## config.mk

```make
export PLATFORM = sky130hd
export DESIGN_NAME = divider_16bit_seq_ctrl
export DESIGN_NICKNAME = d
export VERILOG_FILES = /design/src/rtl/divider_16bit_seq_ctrl.sv
export SDC_FILE = /design/constraint.sdc
export NUM_CORES = 1
export LEC_CHECK = 0
export ABC_CLOCK_PERIOD_IN_PS = 8200
export CORE_UTILIZATION = 53
export CTS_CLUSTER_DIAMETER = 100
export DETAILED_ROUTE_END_ITERATION = 7
export PLACE_DENSITY = 0.85
export SETUP_SLACK_MARGIN = 0.3
export SLEW_MARGIN = 15
export SYNTH_ARGS = -nofsm -noshare
export SYNTH_HDL_FRONTEND = slang
export SYNTH_SLANG_ARGS = --single-unit
export TNS_END_PERCENT = 10
```

## constraint.sdc

```tcl
create_clock -name clk -period 8.2 [get_ports clk]
set_input_delay 1.64 -clock clk [delete_from_list [all_inputs] [get_ports clk]]
set_output_delay 1.64 -clock clk [all_outputs]
set_load 0.005 [all_outputs]
```

## src/rtl/divider_16bit_seq_ctrl.sv

```systemverilog
// rtl/divider_16bit_seq_ctrl.sv - request FIFO + response register around a combinational 16/8 divider; DIV_STATS_EN enables op counters
module divider_16bit_seq_ctrl #(
  parameter int DEPTH = 4,
  parameter int TAG_W = 4
) (
  input  logic                     clk,
  input  logic                     rst,
  input  logic                     in_valid,
  output logic                     in_ready,
  input  logic [15:0]              in_a,
  input  logic [7:0]               in_b,
  input  logic [TAG_W-1:0]         in_tag,
  output logic [15:0]              div_a,
  output logic [7:0]               div_b,
  input  logic [15:0]              div_result,
  input  logic [15:0]              div_odd,
  output logic                     out_valid,
  input  logic                     out_ready,
  output logic [15:0]              out_result,
  output logic [15:0]              out_odd,
  output logic [TAG_W-1:0]         out_tag,
  output logic                     out_dbz,
  output logic [$clog2(DEPTH):0]   fifo_count,
  output logic [15:0]              stat_ops,
  output logic [15:0]              stat_dbz
);

  localparam int PW = $clog2(DEPTH);
  localparam int CW = PW + 1;

  logic [15:0]      mem_a   [DEPTH];
  logic [7:0]       mem_b   [DEPTH];
  logic [TAG_W-1:0] mem_tag [DEPTH];

  logic [PW-1:0] wr_ptr;
  logic [PW-1:0] rd_ptr;

  logic             not_empty;
  logic             push;
  logic             load;
  logic [15:0]      head_a;
  logic [7:0]       head_b;
  logic [TAG_W-1:0] head_tag;
  logic             head_dbz;

  // Handshake and head-of-queue decode; the full check ignores a same-cycle pop.
  always_comb begin
    not_empty = (fifo_count != '0);
    in_ready  = !rst && (fifo_count != CW'(DEPTH));
    push      = in_valid && in_ready;
    load      = not_empty && (!out_valid || out_ready);
    head_a    = mem_a[rd_ptr];
    head_b    = mem_b[rd_ptr];
    head_tag  = mem_tag[rd_ptr];
    head_dbz  = (head_b == 8'd0);
    div_a     = not_empty ? head_a : 16'd0;
    div_b     = not_empty ? head_b : 8'd0;
  end

  // Queue storage; contents need no reset because the pointers gate them.
  always_ff @(posedge clk) begin
    if (push) begin
      mem_a[wr_ptr]   <= in_a;
      mem_b[wr_ptr]   <= in_b;
      mem_tag[wr_ptr] <= in_tag;
    end
  end

  // Pointers wrap naturally at the power-of-two depth; count tracks push/pop.
  always_ff @(posedge clk) begin
    if (rst) begin
      wr_ptr     <= '0;
      rd_ptr     <= '0;
      fifo_count <= '0;
    end else begin
      if (push) wr_ptr <= wr_ptr + 1'b1;
      if (load) rd_ptr <= rd_ptr + 1'b1;
      case ({push, load})
        2'b10:   fifo_count <= fifo_count + CW'(1);
        2'b01:   fifo_count <= fifo_count - CW'(1);
        default: fifo_count <= fifo_count;
      endcase
    end
  end

  // One-entry response stage; a zero divisor bypasses the divider outputs.
  always_ff @(posedge clk) begin
    if (rst) begin
      out_valid  <= 1'b0;
      out_result <= 16'd0;
      out_odd    <= 16'd0;
      out_tag    <= '0;
      out_dbz    <= 1'b0;
    end else if (load) begin
      out_valid <= 1'b1;
      out_tag   <= head_tag;
      out_dbz   <= head_dbz;
      if (head_dbz) begin
        out_result <= 16'hFFFF;
        out_odd    <= head_a;
      end else begin
        out_result <= div_result;
        out_odd    <= div_odd;
      end
    end else if (out_valid && out_ready) begin
      out_valid <= 1'b0;
    end
  end

`ifdef DIV_STATS_EN
  // Saturating counters of loaded operations and of zero-divisor loads.
  always_ff @(posedge clk) begin
    if (rst) begin
      stat_ops <= 16'd0;
      stat_dbz <= 16'd0;
    end else if (load) begin
      if (stat_ops != 16'hFFFF) stat_ops <= stat_ops + 16'd1;
      if (head_dbz && (stat_dbz != 16'hFFFF)) stat_dbz <= stat_dbz + 16'd1;
    end
  end
`else
  assign stat_ops = 16'd0;
  assign stat_dbz = 16'd0;
`endif

endmodule
```

; Yosys cells after proc, flatten, opt, wreduce, memory -nomap -nowiden
; Memory sizes are Yosys's and may differ from the RTL's. A register that Yosys moved wholly into a read port is not among the register bits.
; Cells that the tools add are included.
; W data, S select, Z words.
[totals]
inputBits = 64
mem_count = 3
register_bits = 41
ram_bits = 112
[classes]
reduce_logical = 11
add_sub_neg = 4
muxes = 13
eq_ne = 3
[mem_list]
columns = memory, words, word_bits, read_ports, rd_clocked_by_memory_dff, write_ports, line_no
row1 = mem_a, 4, 16, 1, 1, 1, 31  ; logic [15:0] mem_a [DEPTH];
row2 = mem_b, 4, 8, 1, 1, 1, 32  ; logic [7:0] mem_b [DEPTH];
row3 = mem_tag, 4, 4, 1, 1, 1, 33  ; logic [TAG_W-1:0] mem_tag [DEPTH];
[ops]
columns = operator, count
row1 = $mux W16, 3
row2 = $logic_not A8 Y1, 1
row3 = $mux W2, 4
row4 = $mux W8, 1
row5 = $pmux W3 S2, 1
row6 = $add A2 B1 Y2 const B, 2
row7 = $logic_and A1 B1 Y1, 4
row8 = $mux W1, 4
row9 = $reduce_bool A2 Y1, 2
row10 = $add A3 B1 Y3 const B, 1
row11 = $ne A3 B3 Y1 const B, 1
row12 = $reduce_bool A3 Y1, 1
row13 = $sub A3 B1 Y3 const B, 1
row14 = $eq A2 B1 Y1 const B, 1
row15 = $eq A2 B2 Y1 const B, 1
row16 = $logic_not A1 Y1, 2
row17 = $logic_or A1 B1 Y1, 1

; Longest topological paths before layout
; Gate-level depths: netlist of run 1.
[depth]
depth_word = 5
mapped_depth = 11
mapped_depth_nobuf = 9

; Worst setup path after synthesis of run 1
; Ideal clock, no wire load.
[synth_timing]
path_kind = input -> output
start = input rst
end = output in_ready
cell_stages = 3
t_arrival_ns = 2.216
path_buffers = 2
slack_ns = 4.344
cell_sequence = clkbuf_1 -> clkbuf_1 -> a21oi_1
[synth_between]
elab_chain_cells = 2
[synth_lines]
columns = item, line_no
row1 = "start, declared", 7  ; input logic rst,
row2 = $logic_not A1 Y1, 49  ; in_ready = !rst && (fifo_count != CW'(DEPTH));
row3 = $logic_and A1 B1 Y1, 49
row4 = "end, declared", 9  ; output logic in_ready,
; Every way passes these cells.

; Worst setup path after layout of run 1
; Ends and elaborated chain as after synthesis.

==> metrics, run 1 <==
largest net degree at the start of global routing=54; Post-CTS Setup Inserts=0; status=finished, final reports clean; row cnt=40; number of antenna violations at the first check in global routing=1; Core Box Area=12200 sq um; synthesized area=6700 sq um; Yosys reg bits=159; Power Total=2.87 mW; nets=646; Max Fclk=218 MHz; Synth-to-Final Area Change=27.8%; Clock Path Buffers=2; r2r setup slk=4810 ps; multi-input logic area=2070 sq um; vias in the first global route=4199; synth warn=0; Final setup violation count=0; total grt overflow=0; critical path arrival=2950 ps; worst skew pair latency=420 ps; pre-CTS setup slack=3340 ps; hold path startpoint=out_tag[2]$_SDFFE_PP0P_; Peak VDD IR=0.000213 V; DR iter-0 viols=202; ANT cells=0; final slew viol count=0; Die Y=114 um; Final Wtd Congestion=0.757; DRT Pass-1 Iters=4; Hold Crit Depth=2; Routed WL=14300 um; clock root cell=clkbuf_16; Worst Path Max Fanout=48; # H-tree levels=4; unrepaired setup endpoints after global routing=false; Worst path top cell family by delay=buffers and inverters; sequential-to-total area share from yosys stat=0.643; synth unique cells=33; leak pwr=2.94 nW; Die W=114 um; synthesized area per cell=14.9 sq um; routed len/inst=18.9 um; fin util=0.703; CTS Buf Count=17; CTS Sinks=159; startpoint type of the worst setup path=input pin; Worst Path Required=6560 ps; Initial Util=0.551; Crit path depth=3; hold crit path type=reg -> reg; CP max stage cell=buf_2; proportion of layout cells with a drive suffix above 1=0.151; via count=4122; Routed Antenna Nets=0; Top-Level Pins=162; minimum clock period=4590 ps; Worst path max stage delay=720 ps; cts hold-fix bufs=0; full die area=13100 sq um; Setup crit start=rst; Max Cap Viol=0; crit-path cells=buf_2, a21oi_1, clkdlybuf4s50_1; Setup crit end kind=primary output; PwrDens=335 nW/um^2; DRC viols=0; GRT Total Usage=0.234; CTS clk-pin slew, worst paths=60 ps; R2R depth=5; Vias/cell=5.45; port bufs=129; register area=4310 sq um; setup ws final=3610 ps; sum of negative setup slack=0 ps; cts repair resizes=0; first-pass GRT wire length=22200 um; Layout Skew=7.21 ps; Buf/Inv on CP=2; Crit Path Category=in -> out; final hold vios=0; Slew headroom=0.255; Worst-Margin Slew=1110 ps; Layout fillers=826; CTS tree=built; Mapped Cells=448; period utilization=0.560; DP HPWL=9240 um
## area by class of cell
class / count / share of cell area
inverter: 8 / 0.00351
sequential: 159 / 0.503
tap: 168 / 0.0246
clock inverter: 9 / 0.00951
multi-input combinational: 252 / 0.243
clock buffer: 23 / 0.0582
timing repair buffer: 138 / 0.158
## synthesized netlist by cell type, drive strengths merged
cell / number / share of area
ha: 5 / 0.0093
inv: 8 / 0.0045
nor4: 2 / 0.0064
xnor2: 3 / 0.0039
nor3b: 1 / 0.0011
nor2: 57 / 0.032
nor2b: 26 / 0.024
or3: 1 / 0.00094
nor3: 1 / 0.00075
conb: 1 / 0.00056
xor2: 2 / 0.0026
o21ai: 1 / 0.00075
edfxtp: 112 / 0.50
clkbuf: 18 / 0.010
a211oi: 49 / 0.070
dfxtp: 47 / 0.14
fa: 1 / 0.0030
o31ai: 1 / 0.0011
mux4: 28 / 0.098
a21oi: 8 / 0.0060
nand3: 1 / 0.00075
nand2: 11 / 0.0073
o21bai: 16 / 0.018
buf: 42 / 0.051
and2: 5 / 0.0047
or2: 1 / 0.00094
## state kept, by name (all words and copies together), names as in the netlist, named ones only
register / count
fifo_count: 3
mem_a: 64
mem_b: 32
mem_tag: 16
out_dbz: 1
out_odd: 16
out_result: 16
out_tag: 4
out_valid: 1
rd_ptr: 2
wr_ptr: 2
## where the power goes
| group | switching, mW | internal (mW) |
|---|---|---|
| Sequential | 0.0972 | 0.975 |
| Combinational | 0.500 | 0.540 |
| Clock | 0.295 | 0.457 |
## cell families after synthesis
group / Yosys count / share of synthesized area
buffers and inverters: 68 / 0.0654
other: 1 / 0.000560
and+or+nand+nor: 106 / 0.0791
DFF: 159 / 0.643
AOI/OAI and AO/OA: 75 / 0.0957
muxes: 28 / 0.0976
adders and majority gates: 6 / 0.0123
xor gates and xnor gates: 5 / 0.00654
## per-layer routing
layer | up-vias | part of all wire | global-route usage
met4 | 2 | 0.019 | 0.0952
met3 | 24 | 0.068 | 0.0582
met1 | 2031 | 0.39 | 0.285
met2 | 197 | 0.53 | 0.400
li1 | 1868 | - | -
met5 | - | 0.00098 | 0
## metrics by stage
stage / hold WS [ps] / std cells / area, sq um
floorplan: 453 / 479 / 6810
global placement: 445 / 725 / 7970
detailed placement: 446 / 725 / 7970
CTS: 454 / 757 / 8550
global route: 481 / 757 / 8550
finish: 454 / 757 / 8550
## worst reg2reg max path: stages, from the launching register on
cell,delay (ps)
dfxtp_2,890
mux4_1,740
nor4_4,290
buf_4,300
and2_1,790
a211oi_1,210
## cells in the final DEF (no fill, tap or decap), drive strengths merged, types with 10 or more instances in the layout
cell / instances
clkdlybuf4s50: 128
edfxtp: 112
nor2: 57
a211oi: 49
dfxtp: 47
conb: 32
mux4: 28
nor2b: 26
clkbuf: 23
o21bai: 16
nand2: 11
buf: 10
## final timing paths
path	to
setup reg to reg	out_odd[1]$_SDFFE_PP0P_
setup / recovery	in_ready
hold reg to reg	out_tag[2]$_SDFFE_PP0P_
hold / removal	out_tag[2]$_SDFFE_PP0P_
Note: power is estimated with default switching activity, not from simulation.
==> run 2, diff against run 1 <==
ABC_CLOCK_PERIOD_IN_PS = 3800   (was 8200)
CORE_UTILIZATION = 45   (was 53)
PLACE_DENSITY = 0.77   (was 0.85)
clock period = 3.8 ns   (was 8.2 ns; I/O delays follow)
==> metrics, run 2 (same netlist as run 1, synthesis figures left out) <==
status=finished, final reports clean (unchanged); Power Total=6.43 mW (was 2.87 mW); Seq pwr share=0.355 (was 0.374); DP Cell Count=746 (was 725); R2R depth=5 (unchanged); port bufs=129 (unchanged); Slew headroom=0.506 (was 0.255); via count=4114 (was 4122); DR iter-0 viols=191 (was 202); Worst Path Required=3040 ps (was 6560 ps); CTS clk-pin slew, worst paths=60 ps (about the same); hold endpoint=out_tag[0]$_SDFFE_PP0P_ (was out_tag[2]$_SDFFE_PP0P_); final hold vios=0 (unchanged); GRT Total Usage=0.199 (was 0.234); DRC viols=0 (unchanged); first-pass GRT wire length=21600 um (was 22200 um); row cnt=44 (was 40); final slew viol count=0 (unchanged); Max Fclk=313 MHz; period utilization=0.841; CTS tree=built (unchanged); fin util=0.598 (was 0.703); clock share of power=0.287 (was 0.263); minimum clock period=3200 ps; Die W=124 um (was 114 um); Routed Antenna Nets=0 (unchanged); switching pwr=1.96 mW (was 0.893 mW); Hold Crit Depth=2 (unchanged); Core Box Area=14500 sq um (was 12200 sq um); reg2reg end=out_odd[3]$_SDFFE_PP0P_ (was out_odd[1]$_SDFFE_PP0P_); Synth-to-Final Area Change=29.7% (was 27.8%); Final Wtd Congestion=0.729 (was 0.757); Pint=4.47 mW (was 1.97 mW); critical path arrival=2440 ps (was 2950 ps); DP HPWL=9410 um (was 9240 um); full die area=15400 sq um (was 13100 sq um); switch share=0.305 (was 0.312); Post-CTS Setup Inserts=0 (unchanged); CTS Buf Count=17 (unchanged); Logic pwr share=0.358 (was 0.363); Top-Level Pins=162 (unchanged); hold crit path type=reg -> reg (unchanged); Setup crit end kind=primary output (unchanged); Crit Path Category=reg -> out (was in -> out); most frequent cells in the layout=clkdlybuf4s50_1 (128), edfxtp_1 (112), nor2_1 (57), dfxtp_1 (46), conb_1 (32) (unchanged); Biggest register=mem_a (unchanged); # H-tree levels=4 (unchanged); Worst-Margin Slew=736 ps (was 1110 ps); r2r setup slk=1200 ps (was 4810 ps); sum of negative setup slack=0 ps (unchanged); worst skew pair latency=420 ps (about the same); PwrDens=740 nW/um^2 (was 335 nW/um^2); hold path startpoint=out_tag[0]$_SDFFE_PP0P_ (was out_tag[2]$_SDFFE_PP0P_); Initial Util=0.461 (was 0.551); clock root cell=clkbuf_16 (unchanged); Die Y=124 um (was 114 um); Layout Skew=9.34 ps (was 7.21 ps); Max Cap Viol=0 (unchanged); Clock Path Buffers=2 (unchanged); nets=651 (was 646); DRT Pass-1 Iters=4 (unchanged); total grt overflow=0 (unchanged); vias in the first global route=4046 (was 4199); routed len/inst=18.5 um (was 18.9 um); unrepaired setup endpoints after global routing=false (unchanged); commonest non-fill, non-tap cell in the layout=clkdlybuf4s50_1 (unchanged); pre-CTS setup slack=817 ps (was 3340 ps); CTS Sinks=159 (unchanged); number of antenna violations at the first check in global routing=0 (was 1); Layout Cells excl Fill=778 (was 757); Routed WL=14400 um (was 14300 um); Final setup violation count=0 (unchanged); largest net degree at the start of global routing=54 (unchanged); startpoint type of the worst setup path=flip-flop (was input pin); Vias/cell=5.29 (was 5.45); ANT cells=0 (unchanged); max FFs per register=64 (unchanged); Peak VDD IR=0.000500 V (was 0.000213 V); setup ws final=602 ps (was 3610 ps); leak pwr=2.99 nW (was 2.94 nW); Worst Path Max Fanout=15 (was 48); Layout fillers=1101 (was 826); proportion of layout cells with a drive suffix above 1=0.158 (was 0.151); Largest regs=mem_a x64, mem_b x32 (unchanged)
[run 2: what timing repair did]
action / CTS / global route
hold buffers: 0 / 0
gates resized for setup: 0 / 1
setup endpoints to repair: 0 / 1
[run 2: cell type report]
type | count | area [sq um] | area share
Timing Repair Buffer | 143 | 1390 | 0.160
Tap cell | 184 | 230 | 0.0265
Inverter | 8 | 30.0 | 0.00346
Clock buffer | 18 | 439 | 0.0506
Clock inverter | 14 | 211 | 0.0243
Multi-Input combinational cell | 252 | 2070 | 0.239
Sequential cell | 159 | 4310 | 0.496
[run 2: worst max-delay path, cell delays in order (launching register included)]
cell             delay, ps
dfxtp_4                520
buf_4                  300
mux4_2                 560
nor2b_1                160
clkdlybuf4s50_1        470
[run 2: metrics by stage]
step	cell area [sq um]	hold WS, ps
2_1_floorplan	6810	453
3_3_place_gp	8030	447
3_5_place_dp	8030	451
4_1_cts	8680	460
5_1_grt	8680	480
6_report	8680	458
[run 2: routing by layer]
layer	wire (um)	GRT usage
met1	5960	0.243
met2	7320	0.338
met3	912	0.0600
met4	216	0.0670
met5	0	0
[run 2: worst max path at each step]
stage / depth (start not counted) / to / from
after floorplan: 11 / fifo_count[2]$_SDFFE_PP0P_ / out_ready
after global placement: 4 / div_a[8] / flip-flop
after detailed placement: 10 / fifo_count[2]$_SDFFE_PP0P_ / out_ready
after CTS: 4 / div_a[8] / flip-flop
after global routing: 4 / div_a[14] / flip-flop
final: 4 / div_a[8] / flip-flop
[run 2: power groups by stage]
stage               sequential [mW]  clock, mW  combinational [mW]
global placement               2.31          0                2.25
detailed placement             2.32          0                2.31
CTS                            2.28       1.87                2.33
global route                   2.31       1.94                2.50
floorplan                      2.26          0                1.37
finish                         2.28       1.85                2.30
